<file path="config.mk">
export PLATFORM = sky130hd
export DESIGN_NAME = mips_test_sequencer
export DESIGN_NICKNAME = d
export VERILOG_FILES = /design/src/rtl/mips_test_sequencer.sv
export SDC_FILE = /design/constraint.sdc
export NUM_CORES = 1
export LEC_CHECK = 0
export ABC_AREA = 0
export CAP_MARGIN = 20
export CORE_MARGIN = 10
export CORE_UTILIZATION = 48
export DETAILED_ROUTE_END_ITERATION = 10
export PLACE_DENSITY = 0.88
export RECOVER_POWER = 50
export SLEW_MARGIN = 10
export SYNTH_ARGS = -nofsm -noshare
export SYNTH_HDL_FRONTEND = slang
export SYNTH_SLANG_ARGS = --single-unit
</file>
<file path="constraint.sdc">
create_clock -name clk -period 4.8 [get_ports clk]
set_clock_uncertainty 0.1 [all_clocks]
set_input_delay 1.2 -clock clk [delete_from_list [all_inputs] [get_ports clk]]
set_output_delay 1.2 -clock clk [all_outputs]
set_load 0.05 [all_outputs]
</file>
<file path="src/rtl/mips_test_sequencer.sv">
// Hardware bring-up sequencer for the pipelined MIPS32 core: program load, register init,
// operand write, supervised run with timeout, and two-word result read-back.
module mips_test_sequencer #(
  parameter int DATA_W = 32,
  parameter int ADDR_W = 10,
  parameter int NREGS  = 32,
  parameter int TMO_W  = 16,
  localparam int RIDX_W = (NREGS > 1) ? $clog2(NREGS) : 1
) (
  input  logic              clk,
  input  logic              rst_n,
  input  logic              start,
  input  logic              ld_valid,
  output logic              ld_ready,
  input  logic [DATA_W-1:0] ld_data,
  input  logic              ld_last,
  input  logic [ADDR_W-1:0] data_addr,
  input  logic [DATA_W-1:0] data_val,
  input  logic [ADDR_W-1:0] rd_addr0,
  input  logic [ADDR_W-1:0] rd_addr1,
  output logic              mem_we,
  output logic              mem_re,
  output logic [ADDR_W-1:0] mem_addr,
  output logic [DATA_W-1:0] mem_wdata,
  input  logic [DATA_W-1:0] mem_rdata,
  output logic              reg_we,
  output logic [RIDX_W-1:0] reg_addr,
  output logic [DATA_W-1:0] reg_wdata,
  output logic              core_run,
  output logic              core_clr,
  input  logic              core_halted,
  output logic              busy,
  output logic              done,
  output logic              timeout,
  output logic              prog_ovf,
  output logic [DATA_W-1:0] result0,
  output logic [DATA_W-1:0] result1,
  output logic [TMO_W-1:0]  run_cycles
);

  typedef enum logic [2:0] {
    S_IDLE, S_LOAD, S_REGS, S_DATA, S_RUN, S_RD0, S_RD1, S_FIN
  } state_t;

  // Counter value whose increment lands on all-ones, i.e. the timeout cycle.
  localparam logic [TMO_W-1:0]  TMO_LAST  = ~TMO_W'(1);
  localparam logic [RIDX_W-1:0] RIDX_LAST = RIDX_W'(NREGS - 1);

  state_t            state;
  logic [ADDR_W-1:0] ptr;
  logic [RIDX_W-1:0] ridx;
  logic              run_first;
  logic [ADDR_W-1:0] data_addr_q;
  logic [DATA_W-1:0] data_val_q;
  logic [ADDR_W-1:0] rd_addr0_q;
  logic [ADDR_W-1:0] rd_addr1_q;

  // NOTE: state is updated with non-blocking assignments so every register samples
  // pre-edge values; blocking here would make ordering inside the block matter.
  always_ff @(posedge clk or negedge rst_n) begin
    if (!rst_n) begin
      state       <= S_IDLE;
      ptr         <= '0;
      ridx        <= '0;
      run_first   <= 1'b0;
      data_addr_q <= '0;
      data_val_q  <= '0;
      rd_addr0_q  <= '0;
      rd_addr1_q  <= '0;
      done        <= 1'b0;
      timeout     <= 1'b0;
      prog_ovf    <= 1'b0;
      result0     <= '0;
      result1     <= '0;
      run_cycles  <= '0;
    end else begin
      case (state)
        S_IDLE: if (start) begin
          data_addr_q <= data_addr;
          data_val_q  <= data_val;
          rd_addr0_q  <= rd_addr0;
          rd_addr1_q  <= rd_addr1;
          done        <= 1'b0;
          timeout     <= 1'b0;
          prog_ovf    <= 1'b0;
          result0     <= '0;
          result1     <= '0;
          run_cycles  <= '0;
          ptr         <= '0;
          state       <= S_LOAD;
        end
        S_LOAD: if (ld_valid) begin
          ptr <= ptr + 1'b1;
          if (ld_last) begin
            ridx  <= '0;
            state <= S_REGS;
          end else if (ptr == '1) begin
            // Memory is full and the program has not ended: abandon without wrapping.
            prog_ovf <= 1'b1;
            done     <= 1'b1;
            state    <= S_FIN;
          end
        end
        S_REGS: begin
          ridx <= ridx + 1'b1;
          if (ridx == RIDX_LAST) state <= S_DATA;
        end
        S_DATA: begin
          run_first <= 1'b1;
          state     <= S_RUN;
        end
        S_RUN: begin
          if (run_first) begin
            // The clear pulse is still in flight; HALTED may be stale from a previous run.
            run_first <= 1'b0;
          end else begin
            run_cycles <= run_cycles + 1'b1;
            if (core_halted) begin
              state <= S_RD0;
            end else if (run_cycles == TMO_LAST) begin
              timeout <= 1'b1;
              state   <= S_RD0;
            end
          end
        end
        S_RD0: state <= S_RD1;
        S_RD1: begin
          result0 <= mem_rdata;
          done    <= 1'b1;
          state   <= S_FIN;
        end
        S_FIN: begin
          result1 <= mem_rdata;
          state   <= S_IDLE;
        end
        default: state <= S_IDLE;
      endcase
    end
  end

  // NOTE: every output gets a default before the case so no path leaves one unassigned,
  // which would otherwise infer a latch.
  always_comb begin
    ld_ready  = 1'b0;
    mem_we    = 1'b0;
    mem_re    = 1'b0;
    mem_addr  = '0;
    mem_wdata = '0;
    reg_we    = 1'b0;
    reg_addr  = '0;
    reg_wdata = '0;
    core_run  = 1'b0;
    core_clr  = 1'b0;
    case (state)
      S_LOAD: begin
        ld_ready  = 1'b1;
        mem_we    = ld_valid;
        mem_addr  = ptr;
        mem_wdata = ld_data;
      end
      S_REGS: begin
        reg_we    = 1'b1;
        reg_addr  = ridx;
        reg_wdata = DATA_W'(ridx);
      end
      S_DATA: begin
        mem_we    = 1'b1;
        mem_addr  = data_addr_q;
        mem_wdata = data_val_q;
      end
      S_RUN: begin
        core_run = 1'b1;
        core_clr = run_first;
      end
      S_RD0: begin
        mem_re   = 1'b1;
        mem_addr = rd_addr0_q;
      end
      S_RD1: begin
        mem_re   = 1'b1;
        mem_addr = rd_addr1_q;
      end
      default: ;
    endcase
  end

  assign busy = (state != S_IDLE);

endmodule

</file>
==> key figures <==
Floorplan
  • Core Box Area: 15800 um^2
  • Area of the die: ~22000 um^2
  • Die boundary height: 147 um
  • Effective utilization at floorplan: 48.8%
  • Number of placement rows: 46
  • I/O pins: 301
  • Die width: between 100 and 150 um

Synthesis
  • Post-Synthesis Cell Area: just under 8000 um^2
  • Main area contributors after synthesis: sky130_fd_sc_hd__dfrtp_1 (53%), sky130_fd_sc_hd__nand2_1 (17%), sky130_fd_sc_hd__o21ai_0 (4.9%)
  • Number of instances in the synthesized netlist: between 800 and 900
  • Number of enable flip-flop cells after synthesis: 0
  • Top-area cell type share of the netlist area: a little over half
  • Number of synthesized register bits: ~160
  • Sequential fraction of the synthesis area: between 50% and 60%
  • Library cell with the largest summed area after synthesis: sky130_fd_sc_hd__dfrtp_1
  • Ys Warns: 0
  • Prevailing post-synth register cell: sky130_fd_sc_hd__dfrtp_1
  • Post-synthesis cell type count: 50
  • Share of synthesized flip-flops with an asynchronous set or reset: 100%
  • Average size of a mapped cell: 8.65 um^2

Final layout
  • Count of nets after finishing: between 1000 and 1500
  • Relative area change from synthesis to final layout: 43.3%
  • Finished Cell Area: 11100 um^2
  • ANT cells: 0
  • Commonest cells after routing, fill and taps aside: sky130_fd_sc_hd__nand2_1 (350), sky130_fd_sc_hd__clkdlybuf4s50_1 (222), sky130_fd_sc_hd__dfrtp_1 (164), sky130_fd_sc_hd__o21ai_0 (75), sky130_fd_sc_hd__a22o_1 (34)
  • Fraction of layout cells with a size suffix above 1: between 6 and 7%
  • Final design utilization: between 60% and 70%
  • Post-route non-filler standard cell count: 1364
  • Commonest non-fill, non-tap cell in the layout: sky130_fd_sc_hd__nand2_1

Global route
  • Via count of the first global-routing pass: just over 7000
  • Total congestion overflow: 0
  • Met1 track demand over resource in global routing: 27.7%
  • Number of antenna violations at the first check in global routing: 1
  • Met2 usage in global routing: a little under two fifths
  • Tot GR Track Use: ~23%
  • Maximum number of pins on one net before global-route repair: 95
  • Met3 layer usage reported by global route: under 10%
  • Wire length of the first global-routing pass: 39300 um
  • Top Usage Layer GRT: met2

Worst setup path
  • Capturing element type of the critical path: output pin
  • Data arrival at the endpoint of the critical path: around 3 ns
  • Reg2Reg Launch Point: state[0]
  • Reg2reg setup slack: approximately 1.6 ns
  • Required time worst endpoint: approximately 3.5 ns
  • Biggest fanout along the worst timing path: 30
  • Worst setup path category: register to output pin
  • R2R depth: 7
  • R2R Path End: data_val_q[14]
  • Launching element type of the critical path: register

Clocking
  • # resized after CTS: 0
  • Number of buffers created by CTS: 17
  • Postcts setup bufs: 0
  • Clock tree from TritonCTS: done
  • CTS Sinks: 164
  • Buffer cell driving the clock tree root: sky130_fd_sc_hd__clkbuf_16
  • Clock insertion delay at the later pin of the skew report: 0.42 ns
  • CTS Buffer Depth: 2
  • Hold buffer count at cts: 0
  • Maximum level of the CTS H-tree: 4
  • Register clock-pin slew on the reported worst setup and hold paths: about 0.06 ns

Placed design
  • Weighted congestion reported at the end of routability-driven placement: 0.874
  • Post-Place Cell Area: around 10000 um^2
  • Worst slack at placement: roughly 0.73 ns
  • Number of placed instances with taps included: approximately 1300
  • Sum of net half-perimeters after detailed placement: 18400 um
  • Buffers added on ports: ~270

Worst hold path
  • Hold crit path type: register to register
  • Cell count of the worst hold path: 2
  • Hold path startpoint: rd_addr1_q[0]
  • Hold endpoint: rd_addr1_q[0]

Power
  • PnR Total Power: 7.72 mW
  • Power Density: around 700 nW/um^2
  • Worst VDD drop: 0.000384 V
  • Reported leakage power: just over 5 nW

STA
  • Slew Viols, Final: between 100 and 150
  • Worst hold slack: between 0.3 and 0.4 ns
  • Slew at the pin closest to its max-slew limit: about 2.4 ns
  • Worst slew margin relative to its limit: -61.1%
  • Shortest period the worst path allows: about 4.3 ns
  • Fin crit share: between 80% and 90%
  • Unrepaired setup endpoints after global routing: false
  • Achievable clock frequency: 0.234 GHz
  • Fin Setup TNS: 0 ns
  • Final Hold Violating Endpoints: 0
  • Final worst slack: between 0.5 and 0.6 ns
  • Final setup fails: 0

Outcome
  • Failing checks: max-capacitance violations, max-slew violations
  • Status: finished, violations left

Route
  • Routed wire length per instance: ~19 um
  • Length of the first detailed-routing pass in iterations: 5
  • Drt drc: 0
  • Average vias per placed instance: around 5.3
  • Final wirelength: 25300 um
  • Violation count after the first detailed-routing iteration: about 470
  • Post-DRT Antenna Nets: 0
  • Routed vias: approximately 7200

Run
  • Count of maximum capacitance violations: 2
[how the worst max path moves through the flow]
stage / startpoint / endpoint / slack [ns] / depth (start not counted)
floorplan: state[1] / mem_addr[0] / 1.07 / 9
global placement: ld_valid / mem_we / 0.74 / 3
detailed placement: ld_valid / mem_we / 0.73 / 3
CTS: state[1] / mem_wdata[21] / 0.48 / 7
global route: state[1] / mem_wdata[13] / 0.32 / 7
finish: state[1] / mem_wdata[22] / 0.53 / 7
[cell type report]
cell class | count | area [um^2]
inverters | 12 | 45.0
multi-input cells | 658 | 3240
flip-flops and latches | 164 | 4100
clock buffers | 20 | 467
fillers | 1177 | 4750
repair buffers | 282 | 2790
clock inverters | 12 | 168
well taps | 216 | 270
[sequential cells by signal, indices dropped and copies added, names as in the netlist]
| signal | cells |
|---|---|
| prog_ovf | 1 |
| rd_addr0_q | 10 |
| result0 | 32 |
| data_addr_q | 10 |
| ridx | 5 |
| ptr | 10 |
| run_first | 1 |
| data_val_q | 32 |
| result1 | 32 |
| done | 1 |
| state | 3 |
| rd_addr1_q | 10 |
| timeout | 1 |
| run_cycles | 16 |
[power breakdown]
part	internal [mW]	switching [mW]	leakage, nW	total, mW
Combinational	1.27	2.80	2.76	4.08
Sequential	1.89	0.313	2.11	2.20
Clock	0.870	0.575	0.301	1.45
Total	4.03	3.69	5.18	7.72
[synth_stat cells, types with 5 or more instances]
cell type and n:
sky130_fd_sc_hd__nand4_1 8, sky130_fd_sc_hd__nand3_1 17, sky130_fd_sc_hd__xnor2_1 5, sky130_fd_sc_hd__nor2_1 30, sky130_fd_sc_hd__o21ai_0 75, sky130_fd_sc_hd__a21oi_1 10, sky130_fd_sc_hd__buf_1 9, sky130_fd_sc_hd__clkbuf_1 41
sky130_fd_sc_hd__nand2_1 350, sky130_fd_sc_hd__nand2b_1 7, sky130_fd_sc_hd__nor3_1 9, sky130_fd_sc_hd__inv_1 11, sky130_fd_sc_hd__ha_1 9, sky130_fd_sc_hd__a22oi_1 18, sky130_fd_sc_hd__xor2_1 12, sky130_fd_sc_hd__dfrtp_1 164
sky130_fd_sc_hd__and2_1 9, sky130_fd_sc_hd__buf_4 32, sky130_fd_sc_hd__a22o_1 34
[worst max-delay path, stage by stage (launching register included)]
cell and delay, ns:
sky130_fd_sc_hd__dfrtp_1 0.41, sky130_fd_sc_hd__inv_1 0.09, sky130_fd_sc_hd__ha_1 0.39, sky130_fd_sc_hd__nand2b_1 0.17, sky130_fd_sc_hd__inv_1 0.12, sky130_fd_sc_hd__buf_4 0.32, sky130_fd_sc_hd__a22o_1 0.20, sky130_fd_sc_hd__clkdlybuf4s50_1 0.82
[routing by layer]
metal / vias to the layer above / wire (um)
li1: 3371 / -
met1: 3448 / 10300
met2: 313 / 12200
met3: 51 / 2060
met4: 0 / 747
met5: - / 0
[cells by family after synthesis]
family | Yosys count | share of synthesized area [%]
fa+ha+maj | 9 | 1.46
other cells | 1 | 0.0485
mux | 3 | 0.421
compound gates | 153 | 12.8
buf+inv | 97 | 6.40
xor+xnor | 17 | 1.93
simple gates | 449 | 23.9
flops | 164 | 53.1
No activity file was read; power rests on OpenSTA's default activity.
